$ cat src/rtl/wb_arbiter_pkg.sv
// Shared types for the write-back arbiter: result payload and source identifiers.
package wb_arbiter_pkg;

    localparam int REG_W  = 5;
    localparam int DATA_W = 32;

    // One write-back result: destination register and the value to write.
    typedef struct packed {
        logic [REG_W-1:0]  rd;
        logic [DATA_W-1:0] data;
    } result_t;

    localparam int RESULT_W = $bits(result_t);

    // Result sources competing for the single register-file write port.
    typedef enum logic {
        SRC_ALU = 1'b0,
        SRC_MEM = 1'b1
    } src_e;

    // The source that should win a conflict, given who won the previous grant.
    function automatic src_e other_src(input src_e s);
        return (s == SRC_ALU) ? SRC_MEM : SRC_ALU;
    endfunction

endpackage

$ cat src/rtl/wb_fifo.sv
// Small synchronous FIFO buffering ALU results until they win the write port.
// A push is also accepted while full if a pop happens in the same cycle.
module wb_fifo #(
    parameter int DEPTH = 2,
    parameter int WIDTH = 8
) (
    input  logic             clk,
    input  logic             rst,
    input  logic             push,
    input  logic [WIDTH-1:0] push_data,
    input  logic             pop,
    output logic [WIDTH-1:0] pop_data,
    output logic             full,
    output logic             empty
);

    localparam int PTR_W = (DEPTH > 1) ? $clog2(DEPTH) : 1;
    localparam int CNT_W = $clog2(DEPTH + 1);

    logic [WIDTH-1:0] mem [DEPTH];
    logic [PTR_W-1:0] wr_ptr;
    logic [PTR_W-1:0] rd_ptr;
    logic [CNT_W-1:0] count;
    logic             do_push;
    logic             do_pop;

    assign full     = (count == CNT_W'(DEPTH));
    assign empty    = (count == '0);
    assign do_pop   = pop && !empty;
    assign do_push  = push && (!full || do_pop);
    assign pop_data = mem[rd_ptr];

    // Pointers wrap naturally because DEPTH is a power of two.
    always_ff @(posedge clk) begin
        if (rst) begin
            wr_ptr <= '0;
            rd_ptr <= '0;
            count  <= '0;
        end else begin
            if (do_push) begin
                wr_ptr <= wr_ptr + PTR_W'(1);
            end
            if (do_pop) begin
                rd_ptr <= rd_ptr + PTR_W'(1);
            end
            case ({do_push, do_pop})
                2'b10:   count <= count + CNT_W'(1);
                2'b01:   count <= count - CNT_W'(1);
                default: count <= count;
            endcase
        end
    end

    // Storage needs no reset; the pointers decide what is valid.
    always_ff @(posedge clk) begin
        if (do_push) begin
            mem[wr_ptr] <= push_data;
        end
    end

endmodule

$ cat src/rtl/wb_arbiter.sv
// Write-back arbiter: buffers ALU results, round-robins them against the load
// unit onto one register-file write port, and tracks pending writes for hazards.
//
// Handshake: a result transfers on a rising edge when its valid and ready are
// both high in the cycle before; valid must hold with stable payload until then.
module wb_arbiter
    import wb_arbiter_pkg::*;
#(
    parameter int FIFO_DEPTH = 2
) (
    input  logic        clk,
    input  logic        rst,
    input  logic        issue_valid,
    input  logic [4:0]  issue_rd,
    input  logic [4:0]  src_a,
    input  logic [4:0]  src_b,
    output logic        hazard,
    input  logic        alu_valid,
    input  logic [4:0]  alu_rd,
    input  logic [31:0] alu_data,
    output logic        alu_ready,
    input  logic        mem_valid,
    input  logic [4:0]  mem_rd,
    input  logic [31:0] mem_data,
    output logic        mem_ready,
    output logic        rf_load,
    output logic [4:0]  rf_dest,
    output logic [31:0] rf_in,
    output logic [31:0] busy
);

    result_t     alu_in;
    result_t     fifo_head;
    result_t     win;
    logic        fifo_full;
    logic        fifo_empty;
    logic        fifo_push;
    logic        grant_alu;
    logic        grant_mem;
    logic        grant_any;
    logic        rst_q;
    src_e        last_grant;
    src_e        last_grant_next;
    logic [31:0] busy_next;

    assign alu_in    = {alu_rd, alu_data};
    assign alu_ready = rst || !fifo_full;
    assign fifo_push = alu_valid && !fifo_full;
    assign mem_ready = grant_mem;
    assign grant_any = grant_alu || grant_mem;

    wb_fifo #(
        .DEPTH (FIFO_DEPTH),
        .WIDTH (RESULT_W)
    ) u_fifo (
        .clk       (clk),
        .rst       (rst),
        .push      (fifo_push),
        .push_data (alu_in),
        .pop       (grant_alu),
        .pop_data  (fifo_head),
        .full      (fifo_full),
        .empty     (fifo_empty)
    );

    // Remember that reset was active last cycle; no grants are issued then.
    always_ff @(posedge clk) begin
        rst_q <= rst;
    end

    // Round-robin grant: on conflict the source not granted last wins.
    always_comb begin
        grant_alu       = 1'b0;
        grant_mem       = 1'b0;
        win             = '0;
        last_grant_next = last_grant;
        if (!rst && !rst_q) begin
            if (!fifo_empty && mem_valid) begin
                if (other_src(last_grant) == SRC_ALU) begin
                    grant_alu = 1'b1;
                end else begin
                    grant_mem = 1'b1;
                end
            end else if (!fifo_empty) begin
                grant_alu = 1'b1;
            end else if (mem_valid) begin
                grant_mem = 1'b1;
            end
        end
        if (grant_mem) begin
            win             = {mem_rd, mem_data};
            last_grant_next = SRC_MEM;
        end else if (grant_alu) begin
            win             = fifo_head;
            last_grant_next = SRC_ALU;
        end
    end

    // Arbiter state register; reset favours the load unit on the first conflict.
    always_ff @(posedge clk) begin
        if (rst) begin
            last_grant <= SRC_ALU;
        end else begin
            last_grant <= last_grant_next;
        end
    end

    // Register-file write port; writes to r0 are consumed silently.
    always_ff @(posedge clk) begin
        if (rst) begin
            rf_load <= 1'b0;
            rf_dest <= '0;
            rf_in   <= '0;
        end else begin
            rf_load <= grant_any && (win.rd != '0);
            if (grant_any && (win.rd != '0)) begin
                rf_dest <= win.rd;
                rf_in   <= win.data;
            end
        end
    end

    // Pending-write scoreboard next state: clear on write-back, issue set wins.
    always_comb begin
        busy_next = busy;
        if (rf_load) begin
            busy_next[rf_dest] = 1'b0;
        end
        if (issue_valid && (issue_rd != '0)) begin
            busy_next[issue_rd] = 1'b1;
        end
        busy_next[0] = 1'b0;
    end

    // Scoreboard register.
    always_ff @(posedge clk) begin
        if (rst) begin
            busy <= '0;
        end else begin
            busy <= busy_next;
        end
    end

    // Hazard when either decode source waits on a pending write; r0 never does.
    always_comb begin
        hazard = !rst && (((src_a != '0) && busy[src_a]) ||
                          ((src_b != '0) && busy[src_b]));
    end

endmodule

$ cat config.mk
export PLATFORM = sky130hd
export DESIGN_NAME = wb_arbiter
export DESIGN_NICKNAME = d
export VERILOG_FILES = /design/src/rtl/wb_arbiter_pkg.sv /design/src/rtl/wb_fifo.sv /design/src/rtl/wb_arbiter.sv
export SDC_FILE = /design/constraint.sdc
export NUM_CORES = 1
export LEC_CHECK = 0
export CAP_MARGIN = 20
export CORE_MARGIN = 4
export CORE_UTILIZATION = 35
export CTS_BUF_LIST = sky130_fd_sc_hd__clkbuf_8
export CTS_CLUSTER_DIAMETER = 30
export DETAILED_ROUTE_END_ITERATION = 8
export GPL_ROUTABILITY_DRIVEN = 0
export HOLD_SLACK_MARGIN = 0.06
export REMOVE_ABC_BUFFERS = 1
export SLEW_MARGIN = 40
export SYNTH_ARGS = -nofsm -noshare
export SYNTH_HDL_FRONTEND = slang
export SYNTH_SLANG_ARGS = --single-unit
$ cat constraint.sdc
create_clock -name clk -period 7.01 [get_ports clk]
set_input_delay 1.0515 -clock clk [delete_from_list [all_inputs] [get_ports clk]]
set_output_delay 1.0515 -clock clk [all_outputs]
set_load 0.02 [all_outputs]
---- Word level (Yosys, flattened, before mapping) ----
Memories as Yosys holds them, arrays and structs flattened. A register that Yosys moved wholly into a read port is not among the register bits.
Cells that the tools add are included.
operators by class
  add/sub/neg operators ................... 4
  order comparisons ....................... 6
  eq/ne operators ......................... 3
  mux-type cells .......................... 28
  bitwise gates (word level) .............. 3
  reduce and logical (&&, ||, !) cells .... 27
operator list
  operator             number
  $mux 37              2
  $mux 32              2
  $and 32x32->32       1
  $not 32->32          1
  $or 32x32->32        1
  $lt 5x6->1 const B   4
  $reduce_bool 5->1    4
  $mux 1               19
  $logic_and 1x1->1    12
  $bmux 1 s5           2
  $demux 1 s5          2
  $ge 5x1->1 const B   2
  $eq 2x2->1 const B   2
  $logic_not 1->1      4
  $logic_or 1x1->1     4
  $pmux 2 s2           1
  $reduce_bool 2->1    2
  $add 1x1->1 const B  2
  $add 2x1->2 const B  1
  $eq 2x1->1 const B   1
  $logic_not 2->1      1
  $sub 2x1->2 const B  1
storage, ports and cells
  register bits after elaboration ......... 76
  bits in writable memories ............... 74
  input bits .............................. 94
  output and inout port bits .............. 73
  memories kept ........................... 1
memory list
  memory      depth  bits a word  rd ports  clocked after Yosys merged registers in  wr ports  line           RTL
  u_fifo.mem  2      37           1         1                                        1         wb_fifo.sv:20  logic [WIDTH-1:0] mem [DEPTH];

---- Logic depth before layout (Yosys ltp) ----
Gate-level depths: netlist (run 1).
  word-level depth ........................ 10
  mapped depth ............................ 8

---- Hierarchy ----
Synthesis (run 1) repeated with hierarchy kept, for this count alone.
unflattened totals
  cells, all modules ...................... 551
  area, all modules ....................... 6645.1 um2
modules (own cells, without submodules)
  module      instances  cells each  area each (um2)  sequential area each (um2)
  wb_arbiter  1          406         3718.6           1421.4
  wb_fifo     1          145         2926.6           2322.2

---- Worst setup path after synthesis (run 1) ----
Ideal clock, no wire load.
  path type ............................... input -> output
  start point ............................. in src_b[2]
  end point ............................... out hazard
  arrival time ............................ 2.350 ns
  data required time ...................... 5.958 ns
  slack ................................... 3.608 ns
  stages on the path ...................... 6
  buffers on the path ..................... 1
  cell sequence ........................... buf_2 mux2_2 a2111oi_0 nor4_1 a31oi_1 nand2_1
between the ends
  cells in the longest elaborated chain, start to end .. 5
ends and longest elaborated chain
  what                          line               RTL
  from (decl)                   wb_arbiter.sv:16   input logic [4:0] src_b,
  $bmux 1 s5                    wb_arbiter.sv:147  ((src_b != '0) && busy[src_b]));
  $mux 1 (not written as such)  wb_arbiter.sv:147
  $logic_and 1x1->1 (*)         wb_arbiter.sv:147
  $logic_or 1x1->1 (*)          wb_arbiter.sv:146  hazard = !rst && (((src_a != '0) && busy[src_a]) ||
  $logic_and 1x1->1 (*)         wb_arbiter.sv:146
  to (decl)                     wb_arbiter.sv:17   output logic hazard,
Mark *: on every way between the ends. The rest lies on a longest branch, timed or not. The select of a mux whose other input is x is not followed.

---- Worst setup path in the final report (run 1) ----
Same ends and word-level chain as after synthesis.

==> results.md, run 1 <==
- Ys flop type: sky130_fd_sc_hd__dfxtp_1
- Width of the chip: 143 µm
- Syn Std Cell Area: 0.00642 mm²
- Number of global-route vias before repair: 5,219
- Detailed placement HPWL: 12,500 µm
- Register bit count reported by yosys: 150
- Die height: 143 µm
- Global-route wire length before repair: 27,500 µm
- Antenna violation net count after detailed routing: 0
- Type of the worst min-delay path: flip-flop to flip-flop
- Worst slack at placement: 2.37 ns
- Clock-pin slew on the worst setup and hold paths: 0.08 ns
- Number of max-capacitance violations reported: 0
- Post-Synthesis Mean Instance Area: 12.1 µm²
- Area of the core: 0.0180 mm²
- Chain of cells forming the critical path: clkdlybuf4s50_1, mux2_2, a2111oi_0, nor4_1, a31oi_1, nand2_1, clkdlybuf4s50_1
- Sink Count: 150
- Launch instance of the worst min-delay path: rf_in[6]
- GRT Residual Overflow: 0
- Switching power summed over all nets: 0.000515 W
- Warnings, synthesis: 0
- Via/cell ratio: 5.33
- Max IR drop VDD: 0.123 mV
- Reg2Reg Depth: 7
- Worst R2R End: rf_in[10]
- Syn-to-layout area delta: 35.6%
- Number of CTS-inserted buffers: 17
- Total Nets Final: 782
- Total power per unit cell area: 232 mW/mm²
- Global routing usage summed across all routing layers: 17.4%
- Clock network fraction of total power: 33.6%
- Number of antenna violations at the first check in global routing: 1
- Result of the run: complete, no violations
- Arr. time, crit path: 3.61 ns
- Setup slack on the worst flop-to-flop path: 4.55 ns
- Data required time at the worst endpoint: 5.96 ns
- Part of the total power dissipated in combinational logic: 15.6%
- Clock H-tree levels: 4
- Die area: 0.0206 mm²
- Maximum root-to-sink buffer count: 2
- Setup skew after layout: 0.0150 ns
- Min Clock Period, post-route: 4.66 ns
- Clock network latency to the later pin of the worst-skew pair: 0.44 ns
- Final non-filler cell area: 0.00871 mm²
- Total power: 0.00202 W
- Most common cell on crit path: sky130_fd_sc_hd__clkdlybuf4s50_1
- Boundary Pins: 167
- Setup TNS after final layout: 0 ns
- Clock root buffer master: sky130_fd_sc_hd__clkbuf_8
- Proportion of layout cells with a drive suffix above 1: 14.1%
- CTS tree: yes
- Setup repair after global routing missed its margin: false
- Critical path fanouts, max: 9
- Maximum number of pins on one net before global-route repair: 41
- Count of buffers added by post-CTS timing repair for setup: 0
- Period utilisation layout: 66.4%
- Endpoint kind of the worst setup timing path: primary output
- Hold Violations, Final: 0
- DRC viols: 0
- RR Startpoint: u_fifo.count[0]
- Worst Max-Slew Pin Slew: 0.684 ns
- Total via count in the routed design: 4,961
- Average routed wire per standard cell: 19.2 µm
- Number of iterations in the first detailed-routing pass: 5
- Share of synthesized flip-flops with an asynchronous set or reset: 0%
- Hold Path Sink: rf_in[6]
- DRT iter0 DRCs: 263
- Number of enable flip-flop cells after synthesis: 74
- Initial cell density of the core: 35.6%
- Worst hold path depth: 2
- Worst slew margin relative to its limit: 54.2%
- Proportion of synthesized chip area in sequential cells: 58.3%
- Maximum operating frequency: 215 MHz
- Number of rows created at floorplan: 49
- Setup slack after layout: 2.35 ns
- Max Transition Viols Final: 0
- Cell-internal power: 0.00151 W
- Count of cells resized by post-cts repair: 0
- Biggest cell delay along the critical path: 0.76 ns
- Total of endpoints with negative setup slack in the final report: 0
- Final worst hold slack: 0.459 ns
- Critical-path top delay cell: sky130_fd_sc_hd__clkdlybuf4s50_1
- Cell variety after synth: 41
- Placed standard-cell area: 0.00830 mm²
- Number of buffers inserted by hold repair at cts: 0
- Fraction of power spent switching nets: 25.5%
- Reg power frac: 50.8%
- Post-Syn Instances: 532
- Leak Pwr: 2.86 nW
- Critical Path Source Type: input port
- Number of I/O port buffers: 165
- Worst Path Class, Setup: input port to primary output
- Detailed-route wire length: 17,800 µm
==> worst max-delay path: cells and delay by family <==
family,cells,cell delay (ns)
buf+inv,2,1.30
mux,1,0.39
simple gates,2,0.21
compound gates,2,0.67
==> final cells by class <==
class / instances / area (µm²)
antenna: 1 / 2.50
clock buffer: 18 / 248
clock inverter: 14 / 159
fill: 1631 / 9320
inverter: 1 / 3.75
multi-input combinational: 346 / 2530
sequential: 150 / 3750
tap: 229 / 287
timing repair buffer: 171 / 1730
==> logic make-up (layout without fill, tap and decap cells) <==
| group | count (synthesis) | after routing | share of synthesized area, % |
|---|---|---|---|
| flip-flops | 150 | 150 | 58.3 |
| buffers and inverters | 36 | 204 | 2.73 |
| AND/OR/NAND/NOR | 135 | 135 | 10.2 |
| AO/OA/AOI/OAI | 118 | 118 | 10.9 |
| XOR/XNOR | 4 | 4 | 0.546 |
| adder cells (fa/ha/maj) | 1 | 1 | 0.195 |
| multiplexers | 87 | 87 | 17.1 |
| other | 1 | 2 | 0.0584 |
==> worst max path at each step <==
stage,start,end,cells after the start
6_report,src_b[2],hazard,7
5_1_grt,src_b[2],hazard,7
4_1_cts,src_b[2],hazard,7
3_5_place_dp,src_b[2],hazard,7
3_3_place_gp,src_b[2],hazard,7
2_1_floorplan,mem_valid,rf_dest[0],5
==> power by group through the flow <==
| stage | combinational [W] | sequential (W) | clock, W |
|---|---|---|---|
| 6_report | 0.000316 | 0.00103 | 0.000679 |
| 5_1_grt | 0.000340 | 0.00103 | 0.000731 |
| 4_1_cts | 0.000320 | 0.00103 | 0.000692 |
| 3_5_place_dp | 0.000318 | 0.00105 | 0 |
| 3_3_place_gp | 0.000301 | 0.00104 | 0 |
| 2_1_floorplan | 0.000140 | 0.00106 | 0 |
==> Yosys cell counts, types with 4 or more instances <==
library cell | number | area [µm²]
sky130_fd_sc_hd__a22oi_1 | 37 | 278
sky130_fd_sc_hd__edfxtp_1 | 74 | 2220
sky130_fd_sc_hd__buf_2 | 11 | 55.1
sky130_fd_sc_hd__nor2_1 | 14 | 52.6
sky130_fd_sc_hd__clkbuf_1 | 19 | 71.3
sky130_fd_sc_hd__mux4_2 | 14 | 315
sky130_fd_sc_hd__mux2i_1 | 34 | 340
sky130_fd_sc_hd__mux2_2 | 39 | 439
sky130_fd_sc_hd__dfxtp_1 | 76 | 1520
sky130_fd_sc_hd__nor3b_1 | 6 | 45.0
sky130_fd_sc_hd__nand3_1 | 4 | 20.0
sky130_fd_sc_hd__o21ai_0 | 39 | 195
sky130_fd_sc_hd__nand3b_1 | 9 | 67.6
sky130_fd_sc_hd__a21oi_1 | 34 | 170
sky130_fd_sc_hd__nand2_1 | 78 | 293
==> flip-flops by register name, summed over array words and instances (netlist names), 2 cells and up, named ones only <==
name / flops
busy: 31
rf_in: 32
rf_dest: 5
u_fifo.mem: 74
u_fifo.count: 2
==> cells in the final DEF (no fill, tap or decap), types with 2 or more instances in the layout <==
cell type,Yosys,final
sky130_fd_sc_hd__clkdlybuf4s50_1,0,164
sky130_fd_sc_hd__nand2_1,78,78
sky130_fd_sc_hd__dfxtp_1,76,75
sky130_fd_sc_hd__edfxtp_1,74,74
sky130_fd_sc_hd__mux2_2,39,39
sky130_fd_sc_hd__o21ai_0,39,39
sky130_fd_sc_hd__a22oi_1,37,37
sky130_fd_sc_hd__mux2i_1,34,34
sky130_fd_sc_hd__a21oi_1,34,34
sky130_fd_sc_hd__clkbuf_8,0,18
sky130_fd_sc_hd__mux4_2,14,14
sky130_fd_sc_hd__nor2_1,14,13
sky130_fd_sc_hd__nand3b_1,9,9
sky130_fd_sc_hd__nor3b_1,6,5
sky130_fd_sc_hd__nand3_1,4,4
sky130_fd_sc_hd__clkinv_2,0,4
sky130_fd_sc_hd__buf_4,1,4
sky130_fd_sc_hd__nor3_1,3,3
sky130_fd_sc_hd__and3b_1,3,3
sky130_fd_sc_hd__nand2b_1,3,3
sky130_fd_sc_hd__or3b_2,3,3
sky130_fd_sc_hd__bufinv_16,0,3
sky130_fd_sc_hd__and3_4,1,2
sky130_fd_sc_hd__a31oi_1,2,2
sky130_fd_sc_hd__o211ai_1,2,2
sky130_fd_sc_hd__inv_1,1,2
sky130_fd_sc_hd__nor4_1,2,2
sky130_fd_sc_hd__xnor2_1,2,2
sky130_fd_sc_hd__and3_1,3,2
sky130_fd_sc_hd__or3_1,2,2
sky130_fd_sc_hd__xor2_1,2,2
sky130_fd_sc_hd__inv_6,0,2
sky130_fd_sc_hd__clkinvlp_4,0,2
sky130_fd_sc_hd__buf_16,0,2
==> per-layer routing <==
metal / vias to the layer above / track usage [%] / share of wire, %
met2: 260 / 28.0 / 46
met4: 2 / 6.94 / 2.3
li1: 2293 / - / -
met1: 2370 / 21.6 / 41
met5: - / 0 / 0.067
met3: 36 / 5.72 / 11
==> stage by stage <==
| stage | utilization [%] | cells |
|---|---|---|
| finish | 48.3 | 930 |
| global route | 48.3 | 929 |
| CTS | 48.3 | 929 |
| detailed placement | 46.0 | 897 |
| global placement | 45.7 | 895 |
| floorplan | - | 497 |
No activity file was read; power rests on OpenSTA's default activity.
==> inputs of run 2 (changes only) <==
clock period = 4.65 ns   (was 7.01 ns; I/O delays follow)
==> run 2 against run 1 <==
Effect of this change:
- first-iteration DRC count rose by 4.9%
- combinational power is 51% higher
- via count decreased by 0.22%
- worst setup slack lost 1.7 ns
- global-route usage rose by 0.54 points
- sequential share of layout area down 0.31 points
- critical path depth unchanged
- wire length grew 1.2%
- flip-flop and latch count unchanged
- cell count rose by 0.65%
- clock power increased by 63%
- register-to-register slack got worse by 2.0 ns
- critical endpoint unchanged
- highest routed layer unchanged
==> results.md, run 2 (synthesis results as in run 1) <==
- Result of the run: complete, no violations (unchanged)
- Detailed placement HPWL: 12,800 µm (was 12,500 µm)
- Leak Pwr: 2.89 nW (was 2.86 nW)
- Global-route wire length before repair: 28,700 µm (was 27,500 µm)
- CTS tree: yes (unchanged)
- Number of antenna violations at the first check in global routing: 2 (was 1)
- Total Nets Final: 787 (was 782)
- Data required time at the worst endpoint: 3.95 ns (was 5.96 ns)
- DRC viols: 0 (unchanged)
- Critical Path Source Type: input port (unchanged)
- Worst Path Class, Setup: input port to primary output (unchanged)
- Clock network latency to the later pin of the worst-skew pair: 0.44 ns (about the same)
- Number of rows created at floorplan: 49 (unchanged)
- Global routing usage summed across all routing layers: 17.9% (was 17.4%)
- Worst slew margin relative to its limit: 50.8% (was 54.2%)
- Initial cell density of the core: 35.6% (unchanged)
- Endpoint kind of the worst setup timing path: primary output (unchanged)
- Maximum number of pins on one net before global-route repair: 40 (was 41)
- Number of iterations in the first detailed-routing pass: 6 (was 5)
- Maximum operating frequency: 251 MHz
- Number of global-route vias before repair: 5,219 (unchanged)
- Biggest registers after layout: u_fifo.mem: 74 flops, rf_in: 32 flops, busy: 31 flops (unchanged)
- Die height: 143 µm (unchanged)
- Total via count in the routed design: 4,950 (was 4,961)
- Number of I/O port buffers: 165 (unchanged)
- Boundary Pins: 167 (unchanged)
- Critical path fanouts, max: 9 (unchanged)
- Max IR drop VDD: 0.254 mV (was 0.123 mV)
- Proportion of layout cells with a drive suffix above 1: 14.5% (was 14.1%)
- Count of cells resized by post-cts repair: 0 (unchanged)
- Syn-to-layout area delta: 36.6% (was 35.6%)
- Count of buffers added by post-CTS timing repair for setup: 0 (unchanged)
- Clock H-tree levels: 4 (unchanged)
- Register bank with the most flops: u_fifo.mem (unchanged)
- Average routed wire per standard cell: 19.3 µm (was 19.2 µm)
- Setup skew after layout: 0.0117 ns (was 0.0150 ns)
- Max Transition Viols Final: 0 (unchanged)
- Setup repair after global routing missed its margin: false (unchanged)
- DRT iter0 DRCs: 276 (was 263)
- Hold Violations, Final: 0 (unchanged)
- Period utilisation layout: 85.8%
- Detailed-route wire length: 18,100 µm (was 17,800 µm)
- Sink Count: 150 (unchanged)
- Clock root buffer master: sky130_fd_sc_hd__clkbuf_8 (unchanged)
- Most frequent standard cell in the layout excluding fill and tap cells: sky130_fd_sc_hd__clkdlybuf4s50_1 (unchanged)
- Number of buffers inserted by hold repair at cts: 0 (unchanged)
- Area of the core: 0.0180 mm² (unchanged)
- Setup TNS after final layout: 0 ns (unchanged)
- Type of the worst min-delay path: flip-flop to flip-flop (unchanged)
- Min Clock Period, post-route: 3.99 ns
- DP Cell Count: 902 (was 897)
- Number of CTS-inserted buffers: 17 (unchanged)
- Worst Max-Slew Pin Slew: 0.735 ns (was 0.684 ns)
- GRT Residual Overflow: 0 (unchanged)
- Total power per unit cell area: 358 mW/mm² (was 232 mW/mm²)
- Via/cell ratio: 5.29 (was 5.33)
- Non-filler cells, final: 936 (was 930)
- Maximum root-to-sink buffer count: 2 (unchanged)
- Leading cell types in the layout, fill and taps excluded: sky130_fd_sc_hd__clkdlybuf4s50_1, sky130_fd_sc_hd__nand2_1, sky130_fd_sc_hd__dfxtp_1 (unchanged)
- Arr. time, crit path: 3.29 ns (was 3.61 ns)
- Number of max-capacitance violations reported: 0 (unchanged)
- Max FFs per register: 74 (unchanged)
- Width of the chip: 143 µm (unchanged)
- Die area: 0.0206 mm² (unchanged)
- Clock-pin slew on the worst setup and hold paths: 0.08 ns (about the same)
- Total of endpoints with negative setup slack in the final report: 0 (unchanged)
- Antenna violation net count after detailed routing: 0 (unchanged)
run 2: cell count changes in the layout (fill, tap and decap cells not counted), moves of 2 or more:
cell,before,now
sky130_fd_sc_hd__bufinv_16,3,5
sky130_fd_sc_hd__clkinv_2,4,2
sky130_fd_sc_hd__buf_4,4,10
sky130_fd_sc_hd__inv_6,2,0
run 2: cell type report:
type	count	area [µm²]
inverter	1	3.75
multi-input combinational	346	2530
clock buffer	17	234
sequential	150	3750
tap	229	287
timing repair buffer	176	1750
antenna	2	5.00
clock inverter	15	211
fill	1632	9260
run 2: through the flow:
| step | hold WS, ns | cell area (µm²) | utilization (%) | power (W) | setup slack [ns] |
|---|---|---|---|---|---|
| detailed placement | 0.447 | 8320 | 46.2 | 0.00206 | 0.720 |
| finish | 0.462 | 8770 | 48.7 | 0.00314 | 0.661 |
| global placement | 0.446 | 8270 | 45.9 | 0.00203 | 0.800 |
| floorplan | 0.455 | 6250 | - | 0.00180 | 0.151 |
| CTS | 0.465 | 8760 | 48.6 | 0.00317 | 0.691 |
| global route | 0.481 | 8770 | 48.6 | 0.00328 | 0.529 |
run 2: routing by layer:
layer / part of all wire [%] / vias up / global-route usage, %
met5: 0.072 / - / 0
met4: 1.3 / 2 / 5.20
met3: 9.8 / 19 / 6.56
met2: 46 / 213 / 28.3
met1: 43 / 2409 / 23.1
li1: - / 2307 / -
run 2: report_power, final:
group	total, W	switching [W]	internal, W
registers	0.00155	0.0000575	0.00149
clock network	0.00111	0.000481	0.000632
logic	0.000477	0.000238	0.000239
total	0.00314	0.000776	0.00236
run 2: worst paths after layout:
| kind | endpoint | cells after the start | from | slack (ns) |
|---|---|---|---|---|
| max | hazard | 7 | src_b[2] | 0.66 |
| min | rf_in[19] | 2 | rf_in[19] | 0.46 |
| max reg2reg | rf_in[9] | 7 | u_fifo.count[0] | 2.54 |
| min reg2reg | rf_in[19] | 2 | rf_in[19] | 0.46 |
run 2: worst max-delay path: stages:
cell and delay, ns:
sky130_fd_sc_hd__clkdlybuf4s50_1 0.75, sky130_fd_sc_hd__mux2_2 0.40, sky130_fd_sc_hd__a2111oi_0 0.51, sky130_fd_sc_hd__nor4_1 0.15
sky130_fd_sc_hd__a31oi_1 0.16, sky130_fd_sc_hd__nand2_1 0.08, sky130_fd_sc_hd__clkdlybuf4s50_1 0.54
==> inputs of run 3 (changes only) <==
CORE_MARGIN = unset   (was 4)
SLEW_MARGIN = 20   (was 40)
==> run 3 against run 2 <==
Effect of this change:
- non-clock buffer count is 5 lower
- cell area is 1.7% lower
- worst setup slack better by 0.18 ns
- critical path type unchanged
- largest cell class unchanged
==> results.md, run 3 (synthesis results as in run 1) <==
- CTS tree: yes (unchanged)
- Maximum root-to-sink buffer count: 2 (unchanged)
- Result of the run: complete, no violations (unchanged)
- Biggest registers after layout: u_fifo.mem: 74 flops, rf_in: 32 flops, busy: 31 flops (unchanged)
- Proportion of layout cells with a drive suffix above 1: 13.9% (was 14.5%)
- Average routed wire per standard cell: 18.5 µm (was 19.3 µm)
- Final worst hold slack: 0.461 ns (was 0.462 ns)
- Number of global-route vias before repair: 4,994 (was 5,219)
- Arr. time, crit path: 3.12 ns (was 3.29 ns)
- Clock root buffer master: sky130_fd_sc_hd__clkbuf_8 (unchanged)
- Worst hold path depth: 2 (unchanged)
- Setup slack on the worst flop-to-flop path: 1.62 ns (was 2.54 ns)
- Fillers: 1,609 (was 1,632)
- Initial cell density of the core: 35.7% (was 35.6%)
- Hold Violations, Final: 0 (unchanged)
- Number of antenna cells inserted: 0 (was 2)
- Worst R2R End: rf_in[29] (was rf_in[9])
- Number of max-capacitance violations reported: 0 (unchanged)
- Number of antenna violations at the first check in global routing: 1 (was 2)
- Number of buffers inserted by hold repair at cts: 0 (unchanged)
- Clock network latency to the later pin of the worst-skew pair: 0.45 ns (was 0.44 ns)
- Setup skew after layout: 0.0130 ns (was 0.0117 ns)
- DRT iter0 DRCs: 315 (was 276)
- Total of endpoints with negative setup slack in the final report: 0 (unchanged)
- Clock-pin slew on the worst setup and hold paths: 0.08 ns (about the same)
- Number of iterations in the first detailed-routing pass: 5 (was 6)
- Detailed placement HPWL: 11,900 µm (was 12,800 µm)
- Worst path top cell family by delay: buffers and inverters (unchanged)
- DRC viols: 0 (unchanged)
- Data required time at the worst endpoint: 3.95 ns (about the same)
- Period utilisation layout: 82.0% (was 85.8%)
- Leading cell types in the layout, fill and taps excluded: sky130_fd_sc_hd__clkdlybuf4s50_1, sky130_fd_sc_hd__nand2_1, sky130_fd_sc_hd__dfxtp_1 (unchanged)
- Setup repair after global routing missed its margin: false (unchanged)
- Worst Max-Slew Pin Slew: 0.991 ns (was 0.735 ns)
- Non-filler cells, final: 929 (was 936)
- Total via count in the routed design: 4,888 (was 4,950)
- Maximum number of pins on one net before global-route repair: 40 (unchanged)
- Min Clock Period, post-route: 3.81 ns (was 3.99 ns)
- Most frequent standard cell in the layout excluding fill and tap cells: sky130_fd_sc_hd__clkdlybuf4s50_1 (unchanged)
- Global routing usage summed across all routing layers: 18.9% (was 17.9%)
- Max FFs per register: 74 (unchanged)
- Boundary Pins: 167 (unchanged)
- Chain of cells forming the critical path: clkdlybuf4s50_1, mux2_2, a2111oi_0, nor4_1, a31oi_1, nand2_1, clkdlybuf4s50_1 (unchanged)
- Die area: 0.0189 mm² (was 0.0206 mm²)
- Number of CTS-inserted buffers: 17 (unchanged)
- Hold Path Sink: rf_in[25] (was rf_in[19])
- Total power per unit cell area: 335 mW/mm² (was 358 mW/mm²)
- Worst Path Class, Setup: input port to primary output (unchanged)
- Setup TNS after final layout: 0 ns (unchanged)
- DP Cell Count: 897 (was 902)
- Register bank with the most flops: u_fifo.mem (unchanged)
- Width of the chip: 137 µm (was 143 µm)
- Number of rows created at floorplan: 49 (unchanged)
- Die height: 137 µm (was 143 µm)
- Endpoint kind of the worst setup timing path: primary output (unchanged)
- Critical path fanouts, max: 9 (unchanged)
- Critical Path Source Type: input port (unchanged)
- Max IR drop VDD: 0.175 mV (was 0.254 mV)
- Antenna violation net count after detailed routing: 0 (unchanged)
- Most common cell on crit path: sky130_fd_sc_hd__clkdlybuf4s50_1 (unchanged)
- Area of the core: 0.0180 mm² (about the same)
- Detailed-route wire length: 17,200 µm (was 18,100 µm)
- Sink Count: 150 (unchanged)
- Type of the worst min-delay path: flip-flop to flip-flop (unchanged)
- Critical-path top delay cell: sky130_fd_sc_hd__clkdlybuf4s50_1 (unchanged)
- Via/cell ratio: 5.26 (was 5.29)
- Max Transition Viols Final: 0 (unchanged)
- Syn-to-layout area delta: 34.2% (was 36.6%)
- Maximum operating frequency: 262 MHz (was 251 MHz)
- Worst slew margin relative to its limit: 33.8% (was 50.8%)
- Leak Pwr: 2.80 nW (was 2.89 nW)
- Count of cells resized by post-cts repair: 0 (unchanged)
- Launch instance of the worst min-delay path: rf_in[25] (was rf_in[19])
- Number of I/O port buffers: 165 (unchanged)
- Biggest cell delay along the critical path: 0.76 ns (was 0.75 ns)
- Clock H-tree levels: 4 (unchanged)
- Total Nets Final: 782 (was 787)
- Count of buffers added by post-CTS timing repair for setup: 0 (unchanged)
- Reg2Reg Depth: 5 (was 7)
- Worst path bufs/invs: 2 (unchanged)
- GRT Residual Overflow: 0 (unchanged)
- Global-route wire length before repair: 26,800 µm (was 28,700 µm)
-- run 3: how the worst max path moves through the flow --
stage	slack, ns	to	cells after the start	from
2_1_floorplan	0.15	rf_dest[0]	5	mem_valid
3_3_place_gp	0.86	hazard	7	src_b[2]
3_5_place_dp	0.84	hazard	7	src_b[2]
4_1_cts	0.83	hazard	7	src_b[2]
5_1_grt	0.65	hazard	7	src_b[2]
6_report	0.84	hazard	7	src_b[2]
-- run 3: power breakdown --
group / internal [W] / switching, W
registers: 0.00149 / 0.0000573
logic: 0.000235 / 0.000236
clock network: 0.000368 / 0.000505
total: 0.00209 / 0.000798
-- run 3: per-layer routing --
layer | share of wire, % | global-route usage, % | up-vias | routed length (µm)
li1 | - | - | 2292 | -
met1 | 42 | 22.9 | 2366 | 7200
met2 | 47 | 31.0 | 204 | 8140
met3 | 9.3 | 6.73 | 24 | 1600
met4 | 1.4 | 6.53 | 2 | 248
met5 | 0.076 | 0 | - | 13
-- run 3: worst reg2reg max path, delay by kind of cell (launching register included) --
kind	cells	cell delay (ns)
mux	2	0.65
compound gates	1	0.20
buf+inv	1	0.44
simple gates	1	0.65
flops	1	0.98
-- run 3: cell type report --
class	count	area (µm²)	share of cell area, %
sequential	150	3740	43.5
multi-input combinational	346	2520	29.2
timing repair buffer	171	1720	20.0
tap	229	287	3.32
clock buffer	17	234	2.71
clock inverter	15	109	1.26
inverter	1	3.75	0.0436
-- run 3: metrics by stage --
step                total power [W]  worst slack, ns  cell area [µm²]  utilization [%]
floorplan                   0.00180            0.151             6250                -
global placement            0.00203            0.860             8260             46.0
detailed placement          0.00205            0.835             8280             46.1
CTS                         0.00293            0.827             8620             48.0
global route                0.00302            0.648             8620             48.0
finish                      0.00289            0.837             8620             48.0
==> variant (flow settings as in run 3) <==
Reset style: asynchronous (`rst`), changed in 4 clocked blocks.
--- a/src/rtl/wb_fifo.sv
+++ b/src/rtl/wb_fifo.sv
@@ -31,7 +31,7 @@
     assign pop_data = mem[rd_ptr];
 
     // Pointers wrap naturally because DEPTH is a power of two.
-    always_ff @(posedge clk) begin
+    always_ff @(posedge clk or posedge rst) begin
         if (rst) begin
             wr_ptr <= '0;
             rd_ptr <= '0;
--- a/src/rtl/wb_arbiter.sv
+++ b/src/rtl/wb_arbiter.sv
@@ -97,7 +97,7 @@
     end
 
     // Arbiter state register; reset favours the load unit on the first conflict.
-    always_ff @(posedge clk) begin
+    always_ff @(posedge clk or posedge rst) begin
         if (rst) begin
             last_grant <= SRC_ALU;
         end else begin
@@ -106,7 +106,7 @@
     end
 
     // Register-file write port; writes to r0 are consumed silently.
-    always_ff @(posedge clk) begin
+    always_ff @(posedge clk or posedge rst) begin
         if (rst) begin
             rf_load <= 1'b0;
             rf_dest <= '0;
@@ -133,7 +133,7 @@
     end
 
     // Scoreboard register.
-    always_ff @(posedge clk) begin
+    always_ff @(posedge clk or posedge rst) begin
         if (rst) begin
             busy <= '0;
         end else begin
Function: differs if rst is asserted again (counterexample within 4 cycles, from zero or initial values and one cycle with rst high); with rst held inactive, the same outputs for 4 cycles.
==> variant against run 3 <==
Count of clock-buffer cells in the layout grew 1. Maximum frequency shrank 1.9%. Sequential cell count shrank 1. Worst setup slack lost 0.074 ns. Routed wire length shrank 1.3%. Synthesized cell count shrank 10%. Core utilization grew 1.1 points. Via count shrank 4.6%. Final area grew 3.7%. First-iteration DRC count shrank 28%. Synthesized area grew 2.8%. Critical path type unchanged.
Power is not compared: it rests on default switching activity, and its combinational part moved more than twofold at a synthesized area within 25%.
==> variant: results (changes against run 3) <==
Outcome
  • Status: finished clean

Critical path
  • Setup crit end: hazard
  • Worst R2R Setup Slack: 2.00 ns (+0.38 ns)
  • Max incr delay on CP: 0.73 ns (-0.03 ns)
  • Crit path arrival time: 3.19 ns (+0.07 ns)
  • CP top delay family: buffers and inverters
  • Critical R2R Capture: rf_in[9]$_DFFE_PP0P_
  • Reg2Reg Depth: 6 (+1)

Clock tree
  • Clock transition at path regs: 0.08 ns (about the same)
  • Number of buffers inserted by post-CTS setup repair: 0 (unchanged)

Placed design
  • DPL Wire Length: 12,000 um (+0.31%)
  • IO Port Bufs: 165 (unchanged)
  • DP Cell Count: 852 (-5.0%)
  • DP Worst Slack: 0.764 ns (-0.0711 ns)
  • Placed Area: 8470 um^2 (+2.3%)

STA
  • Clk_skew: 0.0132 ns (+0.000210 ns)
  • Worst Max-Slew Pin Slew: 0.921 ns (-0.0709 ns)
  • Period Utilization, post-route: 83.6% (+1.6 points)
  • Hold WS: 0.500 ns (+0.0385 ns)

Drt
  • Top Layer Used: met4
  • Post-Route M1 WL: 7030 um (-2.3%)
  • Iter 0 DRT Violations: 227 (-28%)
  • WL met2: 7970 um (-2.1%)
  • Vias: 4,664 (-4.6%)
  • WL met3: 1900 um (+18%)
  • Wire per inst: 19.2 um (+3.8%)

Layout
  • Nets: 737 (-5.8%)
  • Layout cell share with drive strength beyond 1: 14.7% (+0.80 points)
  • Layout Cells excl Fill: 884 (-4.8%)

Yosys
  • Sequential area share after synthesis: 62.1% (+3.7 points)
  • Adder-cell share of the synthesized area: 0.190% (-0.0052 points)
  • Mux cell area share after synthesis: 17.4% (+0.38 points)
  • Top cells by area, synth: edfxtp_1 34%, dfrtp_1 28%, o21ai_0 7.2%
  • Top cells by count, synth: 95 x o21ai_0, 74 x dfrtp_1, 74 x edfxtp_1
  • Synth async-reset ratio: 49.7% (+50 points)
  • Netlist cell types: 51 (+24%)
  • Compound-gate portion of the synthesized area: 9.31% (-1.6 points)
  • Top_reg_cell synth: edfxtp_1
  • Synth Area in XOR/XNOR: 0.664% (+0.12 points)
  • Post-Syn Area per Cell: 13.8 um^2 (+15%)

GRT
  • Pin count of the biggest net entering global routing: 42 (+5.0%)
  • Initial antenna violation count: 0 (-1)
  • Total track usage: 18.3% (-0.59 points)
  • First-pass GRT wire length: 27,200 um (+1.4%)
  • Vias in the first global route: 4,999 (+0.10%)

Worst hold path
  • Hold Crit Start: rf_in[25]$_DFFE_PP0P_
  • Worst Hold Path Cells: 1 (-1)
  • Sink of the worst hold path: rf_in[25]$_DFFE_PP0P_
-- variant: cell count changes in the layout (fill, tap and decap cells not counted), moves of 7 or more --
cell,delta
dfxtp_1,-74
dfrtp_1,+73
o21ai_0,+56
nand2_1,-39
a22oi_1,-37
a21oi_1,-33
mux2_2,-16
mux2_4,+10
nor2_1,-7
-- variant: power by group --
part           leakage (nW)  total (mW)  internal, mW  switching [mW]
logic                  1.55        2.08          1.03            1.05
registers              1.57        2.18          1.83           0.342
clock network         0.253        1.15         0.700           0.454
-- variant: layout make-up --
type                       instances  area (um^2)
timing repair buffer             171         1720
fill                            1569         9270
tap                              229          287
multi-input combinational        300         2360
clock inverter                    14          221
sequential                       149         4100
inverter                           3         12.5
clock buffer                      18          248
-- variant: layer usage --
| layer | global-route usage, % | vias to the layer above |
|---|---|---|
| li1 | - | 2128 |
| met1 | 22.2 | 2289 |
| met2 | 29.7 | 232 |
| met3 | 8.12 | 15 |
| met4 | 4.68 | 0 |
| met5 | 0 | - |
